==> config.mk <==
export PLATFORM = sky130hd
export DESIGN_NAME = note_sequencer
export DESIGN_NICKNAME = d
export VERILOG_FILES = /design/src/rtl/note_sequencer.sv
export SDC_FILE = /design/constraint.sdc
export NUM_CORES = 1
export LEC_CHECK = 0
export ABC_AREA = 1
export CAP_MARGIN = 10
export CELL_PAD_IN_SITES_DETAIL_PLACEMENT = 1
export CELL_PAD_IN_SITES_GLOBAL_PLACEMENT = 1
export CORE_MARGIN = 5
export CORE_UTILIZATION = 32
export CTS_CLUSTER_SIZE = 10
export DETAILED_ROUTE_END_ITERATION = 12
export PLACE_DENSITY_LB_ADDON = 0.12
export REMOVE_ABC_BUFFERS = 1
export SETUP_SLACK_MARGIN = 0.1
export SKIP_LAST_GASP = 1
export SYNTH_ARGS = -nofsm -noshare
export SYNTH_HDL_FRONTEND = slang
export SYNTH_SLANG_ARGS = --single-unit
export TNS_END_PERCENT = 1
==> constraint.sdc <==
create_clock -name i_clk -period 1.65 [get_ports i_clk]
set_clock_uncertainty 0.05 [all_clocks]
set_input_delay 0.2475 -clock i_clk [delete_from_list [all_inputs] [get_ports i_clk]]
set_output_delay 0.2475 -clock i_clk [all_outputs]
set_load 0.1 [all_outputs]
==> src/rtl/note_sequencer.sv <==
// Song-pattern reader: fetches note words from a synchronous song ROM and
// hands pitch/duration/instrument to the note player, timing each note in frame strobes.
module note_sequencer #(
  parameter int SONG_ADDR_W = 8,
  parameter bit LOOP        = 1'b0
) (
  input  logic                   i_clk,
  input  logic                   i_rst,
  input  logic                   i_frame_stb,
  input  logic                   i_start,
  input  logic                   i_stop,
  output logic                   o_busy,
  output logic                   o_load,
  output logic [5:0]             o_pitch,
  output logic [4:0]             o_duration,
  output logic [3:0]             o_instrument,
  output logic                   o_gate,
  output logic                   o_song_done,
  output logic [SONG_ADDR_W-1:0] o_rom_addr,
  input  logic [15:0]            i_rom_data
);

  localparam logic [15:0] END_MARKER = 16'hFFFF;

  typedef enum logic [2:0] {
    S_IDLE,
    S_FETCH_ADDR,
    S_FETCH_DATA,
    S_ISSUE,
    S_WAIT_START,
    S_HOLD
  } state_e;

  state_e                 state_q, state_d;
  logic [SONG_ADDR_W-1:0] addr_q, addr_d;
  logic [4:0]             cnt_q, cnt_d;
  logic [5:0]             pitch_q, pitch_d;
  logic [4:0]             dur_q, dur_d;
  logic [3:0]             inst_q, inst_d;
  logic                   gate_q, gate_d;

  logic unused_rom_bit;
  assign unused_rom_bit = i_rom_data[0];

  // NOTE: sequential state uses non-blocking assignments so every register
  // samples the pre-edge values of the others.
  always_ff @(posedge i_clk) begin
    if (i_rst) begin
      state_q <= S_IDLE;
      addr_q  <= '0;
      cnt_q   <= '0;
      pitch_q <= '0;
      dur_q   <= '0;
      inst_q  <= '0;
      gate_q  <= 1'b0;
    end else begin
      state_q <= state_d;
      addr_q  <= addr_d;
      cnt_q   <= cnt_d;
      pitch_q <= pitch_d;
      dur_q   <= dur_d;
      inst_q  <= inst_d;
      gate_q  <= gate_d;
    end
  end

  // NOTE: every signal gets a hold-value default first so no path infers a latch.
  always_comb begin
    state_d = state_q;
    addr_d  = addr_q;
    cnt_d   = cnt_q;
    pitch_d = pitch_q;
    dur_d   = dur_q;
    inst_d  = inst_q;
    gate_d  = gate_q;
    if (i_stop) begin
      state_d = S_IDLE;
      gate_d  = 1'b0;
    end else begin
      unique case (state_q)
        S_IDLE: begin
          if (i_start) begin
            addr_d  = '0;
            state_d = S_FETCH_ADDR;
          end
        end
        S_FETCH_ADDR: state_d = S_FETCH_DATA;
        S_FETCH_DATA: begin
          if (i_rom_data == END_MARKER) begin
            if (LOOP) begin
              addr_d  = '0;
              state_d = S_FETCH_ADDR;
            end else begin
              state_d = S_IDLE;
            end
          end else begin
            // Fields latch here so they are already valid alongside o_load in ISSUE.
            pitch_d = i_rom_data[15:10];
            dur_d   = i_rom_data[9:5];
            inst_d  = i_rom_data[4:1];
            state_d = S_ISSUE;
          end
        end
        S_ISSUE: begin
          addr_d  = addr_q + SONG_ADDR_W'(1);
          state_d = S_WAIT_START;
        end
        S_WAIT_START: begin
          if (i_frame_stb) begin
            cnt_d = dur_q;
            if (dur_q == 5'd0) begin
              gate_d  = 1'b0;
              state_d = S_FETCH_ADDR;
            end else begin
              gate_d  = (pitch_q != 6'd0);
              state_d = S_HOLD;
            end
          end
        end
        S_HOLD: begin
          if (i_frame_stb) begin
            cnt_d = cnt_q - 5'd1;
            if (cnt_q == 5'd1) begin
              gate_d  = 1'b0;
              state_d = S_FETCH_ADDR;
            end
          end
        end
        default: state_d = S_IDLE;
      endcase
    end
  end

  always_comb begin
    o_busy      = (state_q != S_IDLE);
    o_load      = (state_q == S_ISSUE) && (pitch_q != 6'd0);
    o_song_done = (state_q == S_FETCH_DATA) && (i_rom_data == END_MARKER);
    o_rom_addr  = (state_q == S_IDLE) ? '0 : addr_q;
  end

  assign o_pitch      = pitch_q;
  assign o_duration   = dur_q;
  assign o_instrument = inst_q;
  assign o_gate       = gate_q;

endmodule
### Word-level counts from Yosys, hierarchy flattened

Index checks and enable logic that the tools add are counted.

| cells by class | value |
|---|---|
| shift operators | 0 |
| bitwise operators | 2 |
| $mul | 0 |
| reductions and logical operators | 14 |
| div/mod/pow operators | 0 |
| $lt $le $gt $ge | 0 |
| add/subtract/negate cells | 2 |
| muxes and demuxes | 18 |
| eq/ne operators | 11 |

Operators with widths:

| operator | count |
|---|---|
| $pmux 3 s6 | 1 |
| $eq 16x16->1 const B | 1 |
| $mux 8 | 2 |
| $pmux 8 s2 | 1 |
| $mux 3 | 5 |
| $reduce_and 4->1 | 3 |
| $mux 5 | 2 |
| $pmux 5 s2 | 1 |
| $add 8x1->8 const B | 1 |
| $ne 2x2->1 const B | 4 |
| $eq 3x2->1 const B | 2 |
| $eq 3x3->1 const B | 2 |
| $reduce_and 3->1 | 2 |
| $reduce_bool 6->1 | 1 |
| $eq 5x1->1 const B | 1 |
| $logic_not 5->1 | 1 |
| $sub 5x1->5 const B | 1 |
| $mux 1 | 4 |
| $reduce_bool 2->1 | 2 |
| $eq 3x1->1 const B | 1 |
| $logic_not 3->1 | 1 |
| $reduce_bool 3->1 | 1 |
| $logic_and 1x1->1 | 2 |
| $mux 2 | 1 |
| 3 further kinds | 4 |

| storage, ports and cells | value |
|---|---|
| bits in writable memories | 0 |
| input bits | 21 |
| flip-flop bits (word level) | 32 |
| memories | 0 |
| latch bits | 0 |
| memory bits (read-only) | 0 |
| output and inout port bits | 27 |

### Logic depth before layout (Yosys ltp)

Gate-level depths: netlist of run 1.

| logic depth | value |
|---|---|
| depth in word-level cells | 4 |
| gate-level depth with buffers | 11 |
| gate-level depth less buffers | 10 |

### Worst setup path after synthesis of run 1

No wires, ideal clock.

| path | value |
|---|---|
| kind | in2out |
| from | in i_rom_data[11] |
| to | out o_song_done |
| setup slack | -2,005 ps |
| data arrival time | 3,357 ps |
| required time | 1,352 ps |
| buffers on the path | 0 |
| stages | 4 |
| cells stage by stage | nand2_1 nor2_1 nand4_1 nor4_1 |

| between the ends | value |
|---|---|
| longest elaborated chain between the ends | 2 |

Ends and longest elaborated chain:

| element | line | RTL |
|---|---|---|
| start: declaration | 20 | `input logic [15:0] i_rom_data` |
| $eq 16x16->1 | 137 | `o_song_done = (state_q == S_FETCH_DATA) && (i_rom_data == END_MARKER);` |
| $logic_and 1x1->1 | 137 |  |
| end: declaration | 18 | `output logic o_song_done,` |

Every way passes these cells.

### Final worst setup path of run 1

| path | value |
|---|---|
| from | reg state_q[1] |
| to | out o_rom_addr[4] |

| between the ends | value |
|---|---|
| longest elaborated chain between the ends | 2 |

Ends and longest elaborated chain:

| element | line | RTL |
|---|---|---|
| start: declaration | 34 | `state_e state_q, state_d;` |
| start signal: assignment | 57 | `state_q <= state_d;` |
| $logic_not 3->1 | 138 | `o_rom_addr = (state_q == S_IDLE) ? '0 : addr_q;` |
| $mux 8 | 138 |  |
| end: declaration | 19 | `output logic [SONG_ADDR_W-1:0] o_rom_addr,` |

Every way passes these cells.

==> flow_summary.yaml, run 1 <==
status:
  status: "complete, no violations"
critical_path:
  cp.required_ns: 1.35
  worst_ep_arrival_time_ns: 1.30
  critical_path.top_delay_family: "buffers and inverters"
  worst-path-buf-inv: 3
  cp_slowest_cell: "dfxtp_4"
  cpMostUsedCell: "nor2_4"
  cp_max_fo: 6
  worst-setup-path-type: "flop to primary output"
  path_cells: "inv_6 -> nand2_4 -> nor2_4 -> buf_8 -> nor2_4 -> buf_12"
  crit_path_end_kind: "primary output"
  crit_path_start_kind: "flop"
  slowest_delay_ns: 0.36
cts:
  clk_pin_slew_ns: 0.07
  cts_buffers: 5
  clk_path_buf_depth: 2
  cts_tree: "yes"
  cts_sinks: 32
  clockRootBuffer: "clkbuf_8"
  clk-insertion-delay-late_ns: 0.29
  cts-htree-levels: 2
timing:
  setup_viol: 0
  layout_min_cycle_time_ns: 1.60
  slew_headroom_pct: 80.4
  rsz0062_at_grt: "true"
  hold_violations: 0
  fin_crit_sh_pct: 97.0
  holdWs_ns: 0.156
  fmax_mhz: 625
  drv_slew: 0
  tightest_slew_ns: 0.292
grt:
  overflow: 0
  antenna_found_initial: 0
  grt_usage_pct: 16.2
  grt_pass1_vias: 1998
  grt_pass1_wl_mm: 9.29
  grt_start_max_net_pins: 17
synth:
  synthArstFlopShare_pct: 0
  synth_edf_count: 0
  yosys.cell_types.count: 26
  yosysTopAreaCell: "dfxtp_1"
  yosys-top-cells-area: "dfxtp_1 (36%), nand2_1 (15%), nor2_1 (13%), inv_1 (8.3%), nand3_1 (4.0%)"
  yosys_warnings: 0
  syn_inst: 282
  ys_ff_latch: 32
  synth_top_area_share_pct: 36.4
  ys_top_cells_by_count: "nand2_1 (72), nor2_1 (59), inv_1 (39)"
  synth.cell_area_mm2: 0.00176
  yosysSeqAreaShare_pct: 36.4
  synth_most_common_cell: "nand2_1"
  avgSynthCellArea_um2: 6.24
  synth_top_flop_cell: "dfxtp_1"
layout:
  fill_cells: 701
  syn_to_final_growth_pct: 63.0
  instances_no_fill: 424
  drive_gt1_share_pct: 34.1
  fin_nets: 375
  n_antenna_cell: 0
  post-route-util_pct: 52.7
placed_design:
  portBuffers: 47
  placed_cells: 408
  detailed_place_hpwl_mm: 4.16
  routabilityCongestion: 0.746
routing:
  via_count: 1947
  drtPass1Iterations: 4
  wl_per_cell_um: 13.0
  drc: 0
  vias_per_cell: 4.59
  wirelength_mm: 5.52
  drtAntennaViolNets: 0
  drtIter0Drc: 49
floorplanning:
  pin_count: 48
  dieArea_mm2: 0.00708
  die_x_um: 84.2
  row_count: 27
  coreArea_mm2: 0.00544
  start_util_pct: 32.4
  fp.dieH_um: 84.2
power:
  vdd_drop_max_uv: 437
  fin_total_pwr_mw: 1.89
  p_leak_nw: 1.30
  powerDensity_mw_per_mm2: 658
worst_hold_path:
  hold_path.class: "input pin to flop"
job:
  max_cap_viol_count: 0
[where the power goes]
part           total, mW  internal, mW  switching, mW
sequential         0.800         0.784         0.0158
combinational      0.330         0.127          0.203
clock              0.757         0.448          0.308
[cell families (layout without fill, tap and decap cells)]
family | Yosys count | after routing | share of synthesized area (%)
AND/OR/NAND/NOR | 167 | 167 | 40.0
buffers and inverters | 54 | 124 | 13.1
adder cells (fa/ha/maj) | 3 | 3 | 2.13
AO/OA/AOI/OAI | 26 | 26 | 8.31
flip-flops | 32 | 32 | 36.4
[through the flow]
step / TNS, ns / setup slack [ns] / cell area, um^2
2_1_floorplan: -7.72 / -2.00 / 1700
3_3_place_gp: -1.77 / -0.251 / 2650
3_5_place_dp: -2.78 / -0.311 / 2650
4_1_cts: 0 / 0.0370 / 2860
5_1_grt: -0.0242 / -0.0108 / 2870
6_report: 0 / 0.0502 / 2870
[layout by cell type (no fill, tap or decap), drive strengths merged]
| cell | instances |
|---|---|
| a21oi | 11 |
| buf | 66 |
| bufinv | 1 |
| clkbuf | 6 |
| clkdlybuf4s50 | 4 |
| clkinv | 2 |
| dfxtp | 32 |
| ha | 3 |
| inv | 45 |
| nand2 | 77 |
| nand3 | 17 |
| nand4 | 5 |
| nor2 | 61 |
| nor3 | 5 |
| nor4 | 1 |
| o211ai | 3 |
| o21ai | 12 |
| or2 | 1 |
[routing by layer]
metal | wire, um | GRT usage, % | vias to the layer above
li1 | - | - | 1003
met1 | 2370 | 18.5 | 902
met2 | 2770 | 29.1 | 38
met3 | 329 | 6.08 | 4
met4 | 44 | 3.07 | 0
met5 | 0 | 0 | -
[state kept, by name, summed over array words and instances (netlist names)]
name / cells
state_q: 3
o_instrument: 4
o_gate: 1
o_duration: 5
addr_q: 8
cnt_q: 5
o_pitch: 6
[path summary, 6_finish.rpt]
check,from,to,slack [ns],cells past startpoint
hold / removal,i_rom_data[1],o_instrument[0],0.16,3
setup reg to reg,state_q[1],addr_q[6],0.10,8
hold reg to reg,cnt_q[3],cnt_q[3],0.44,2
setup / recovery,state_q[1],o_rom_addr[4],0.05,6
[worst reg2reg max path, cell delays in order (launching register included)]
cell     delay, ns
dfxtp_4       0.36
inv_6         0.07
buf_4         0.12
nand3_2       0.14
nand2_2       0.10
nand3_2       0.22
o21ai_0       0.23
nand2_1       0.08
nor2_1        0.11
[final cells by class]
cell class | instances | area (um^2) | area share, %
clock buffer | 6 | 72.6 | 2.53
clock inverter | 2 | 35.0 | 1.22
inverter | 46 | 180 | 6.28
multi-input combinational | 196 | 990 | 34.5
sequential | 32 | 657 | 22.9
tap | 72 | 90.1 | 3.14
timing repair buffer | 70 | 845 | 29.4
[repair_timing]
action | 4_1_cts | 5_1_grt
pin swaps | 15 | 1
resized for setup | 105 | 4
endpoints found under the setup margin | 10 | 24
hold buffers | 0 | 0
setup buffers | 7 | 1
Power figures use the tool's default switching activity.
==> run 2, diff against run 1 <==
--- a/config.mk
+++ b/config.mk
@@ -11,6 +11,7 @@
 export CELL_PAD_IN_SITES_GLOBAL_PLACEMENT = 1
 export CORE_MARGIN = 5
 export CORE_UTILIZATION = 32
+export CTS_CLUSTER_DIAMETER = 30
 export CTS_CLUSTER_SIZE = 10
 export DETAILED_ROUTE_END_ITERATION = 12
 export PLACE_DENSITY_LB_ADDON = 0.12
@@ -20,4 +21,4 @@
 export SYNTH_ARGS = -nofsm -noshare
 export SYNTH_HDL_FRONTEND = slang
 export SYNTH_SLANG_ARGS = --single-unit
-export TNS_END_PERCENT = 1
+export TNS_END_PERCENT = 5
==> constraint.sdc (replaced) <==
create_clock -name i_clk -period 1.6 [get_ports i_clk]
set_clock_uncertainty 0.05 [all_clocks]
set_input_delay 0.24 -clock i_clk [delete_from_list [all_inputs] [get_ports i_clk]]
set_output_delay 0.24 -clock i_clk [all_outputs]
set_load 0.1 [all_outputs]
==> run 2 against run 1 <==
Against the previous run: critical path depth down 3; largest cell class unchanged; final area down 0.31%; global-route usage about the same; critical endpoint is now o_song_done; largest power group unchanged; clock power down 13%; clock-buffer cell count unchanged; wire length down 0.89%; core utilization down 0.16 points.
==> flow_summary.yaml, run 2 (same netlist as run 1, synthesis figures left out) <==
status:
  status: "complete, no violations"
cts:
  ctsHoldBuffers: 0
  clockRootBuffer: "clkbuf_8"
  cts_tree: "yes"
  clk_pin_slew_ns: 0.07
  cts_buffers: 5
  cts_sinks: 32
  cts-htree-levels: 2
  clk_path_buf_depth: 2
  clk-insertion-delay-late_ns: 0.28
timing:
  slew_headroom_pct: 75.4
  fin_crit_sh_pct: 98.5
  final.setup.worst_slack_ns: 0.0237
  setup_tns_ns: 0
  drv_slew: 0
  rsz0062_at_grt: "true"
  holdWs_ns: 0.157
  setup_viol: 0
  layout_min_cycle_time_ns: 1.58
  fmax_mhz: 634
  tightest_slew_ns: 0.365
  hold_violations: 0
layout:
  final_cell_mix: "nand2_1 (67), nor2_1 (47), inv_1 (38)"
  syn_to_final_growth_pct: 62.5
  n_antenna_cell: 0
  final_common_cell: "nand2_1"
  post-route-util_pct: 52.6
  fin_nets: 378
  final_area_mm2: 0.00286
  instances_no_fill: 427
  largest_reg_flops: 8
  top_register: "addr_q"
  drive_gt1_share_pct: 34.6
critical_path:
  cp.required_ns: 1.31
  worst-setup-path-type: "flop to primary output"
  path_cells: "nor4_2 -> buf_4 -> buf_12"
  crit_path_end_kind: "primary output"
  slowest_delay_ns: 0.38
  crit_path_start_kind: "flop"
  cp_slowest_cell: "dfxtp_4"
  worst_ep_arrival_time_ns: 1.29
  cp_max_fo: 6
  worstRegToRegCells: 9
routing:
  vias_per_cell: 4.58
  wirelength_mm: 5.47
  drtIter0Drc: 50
  via_count: 1954
  wl_per_cell_um: 12.8
  drtPass1Iterations: 4
  drc: 0
  drtAntennaViolNets: 0
power:
  powerDensity_mw_per_mm2: 636
  switching_share_pct: 29.6
  power_frac_comb_pct: 18.5
  power.switching_mw: 0.538
  seqPwrFrac_pct: 45.3
  clockPowerShare_pct: 36.2
  vdd_drop_max_uv: 553
  intPower_mw: 1.28
  fin_total_pwr_mw: 1.82
  p_leak_nw: 1.31
floorplanning:
  dieArea_mm2: 0.00708
  start_util_pct: 32.4
  die_x_um: 84.2
  coreArea_mm2: 0.00544
  fp.dieH_um: 84.2
  row_count: 27
  pin_count: 48
placed_design:
  portBuffers: 47
  placed_cells: 409
  pre_cts_slack_ns: -0.342
  routabilityCongestion: 0.748
  placed_area_mm2: 0.00266
  detailed_place_hpwl_mm: 4.10
grt:
  antenna_found_initial: 0
  grt_pass1_vias: 2004
  grt_start_max_net_pins: 17
  grt_pass1_wl_mm: 9.27
  overflow: 0
  grt_usage_pct: 16.2
job:
  max_cap_viol_count: 0
worst_hold_path:
  hold_path_depth: 3
  hold_path.class: "input pin to flop"
-- run 2: changes by cell type in the layout (fill, tap and decap cells not counted) --
cell and change:
clkbuf_8 +1, buf_6 +1, bufinv_16 -1, clkinv_2 +1, nor2_4 -2, nor2_1 +1
buf_4 +3, nor2_2 +1, buf_8 -1, clkbuf_1 -1
-- run 2: final timing paths --
path,to,startpoint,slack (ns)
worst max-delay path,o_song_done,state_q[2],0.02
worst min-delay path,o_pitch[3],i_rom_data[13],0.16
worst max register to register,addr_q[7],state_q[1],0.10
worst min register to register,cnt_q[3],cnt_q[3],0.44
-- run 2: timing repair --
action | 4_1_cts | 5_1_grt
resized for setup | 102 | 3
pin swaps | 16 | 1
cloned | 0 | 0
setup endpoints to repair | 10 | 42
buffers inserted | 10 | 0
-- run 2: critical path, delay by kind of cell (launching register included) --
family / cells / cell delay, ns
flops: 1 / 0.38
buf+inv: 2 / 0.32
simple gates: 1 / 0.29
-- run 2: area by class of cell --
class / instances / area [um^2]
Inverter: 46 / 180
Timing Repair Buffer: 73 / 863
Sequential cell: 32 / 657
Clock inverter: 2 / 10.0
Fill cell: 715 / 2580
Clock buffer: 6 / 82.6
Multi-Input combinational cell: 196 / 977
Tap cell: 72 / 90.1
-- run 2: power groups by stage --
stage               clock, mW  combinational (mW)  sequential, mW
global placement            0               0.315           0.843
CTS                     0.680               0.334           0.824
floorplan                   0               0.112           0.890
finish                  0.658               0.336           0.824
detailed placement          0               0.319           0.844
global route            0.741               0.363           0.827
-- run 2: per-layer routing --
layer	part of all wire, %	vias up	wire length [um]	track usage (%)
met5	0	-	0	0
met4	0.93	0	51	3.95
met3	4.7	7	256	5.50
met2	50	34	2720	28.1
met1	45	909	2430	19.3
li1	-	1004	-	-
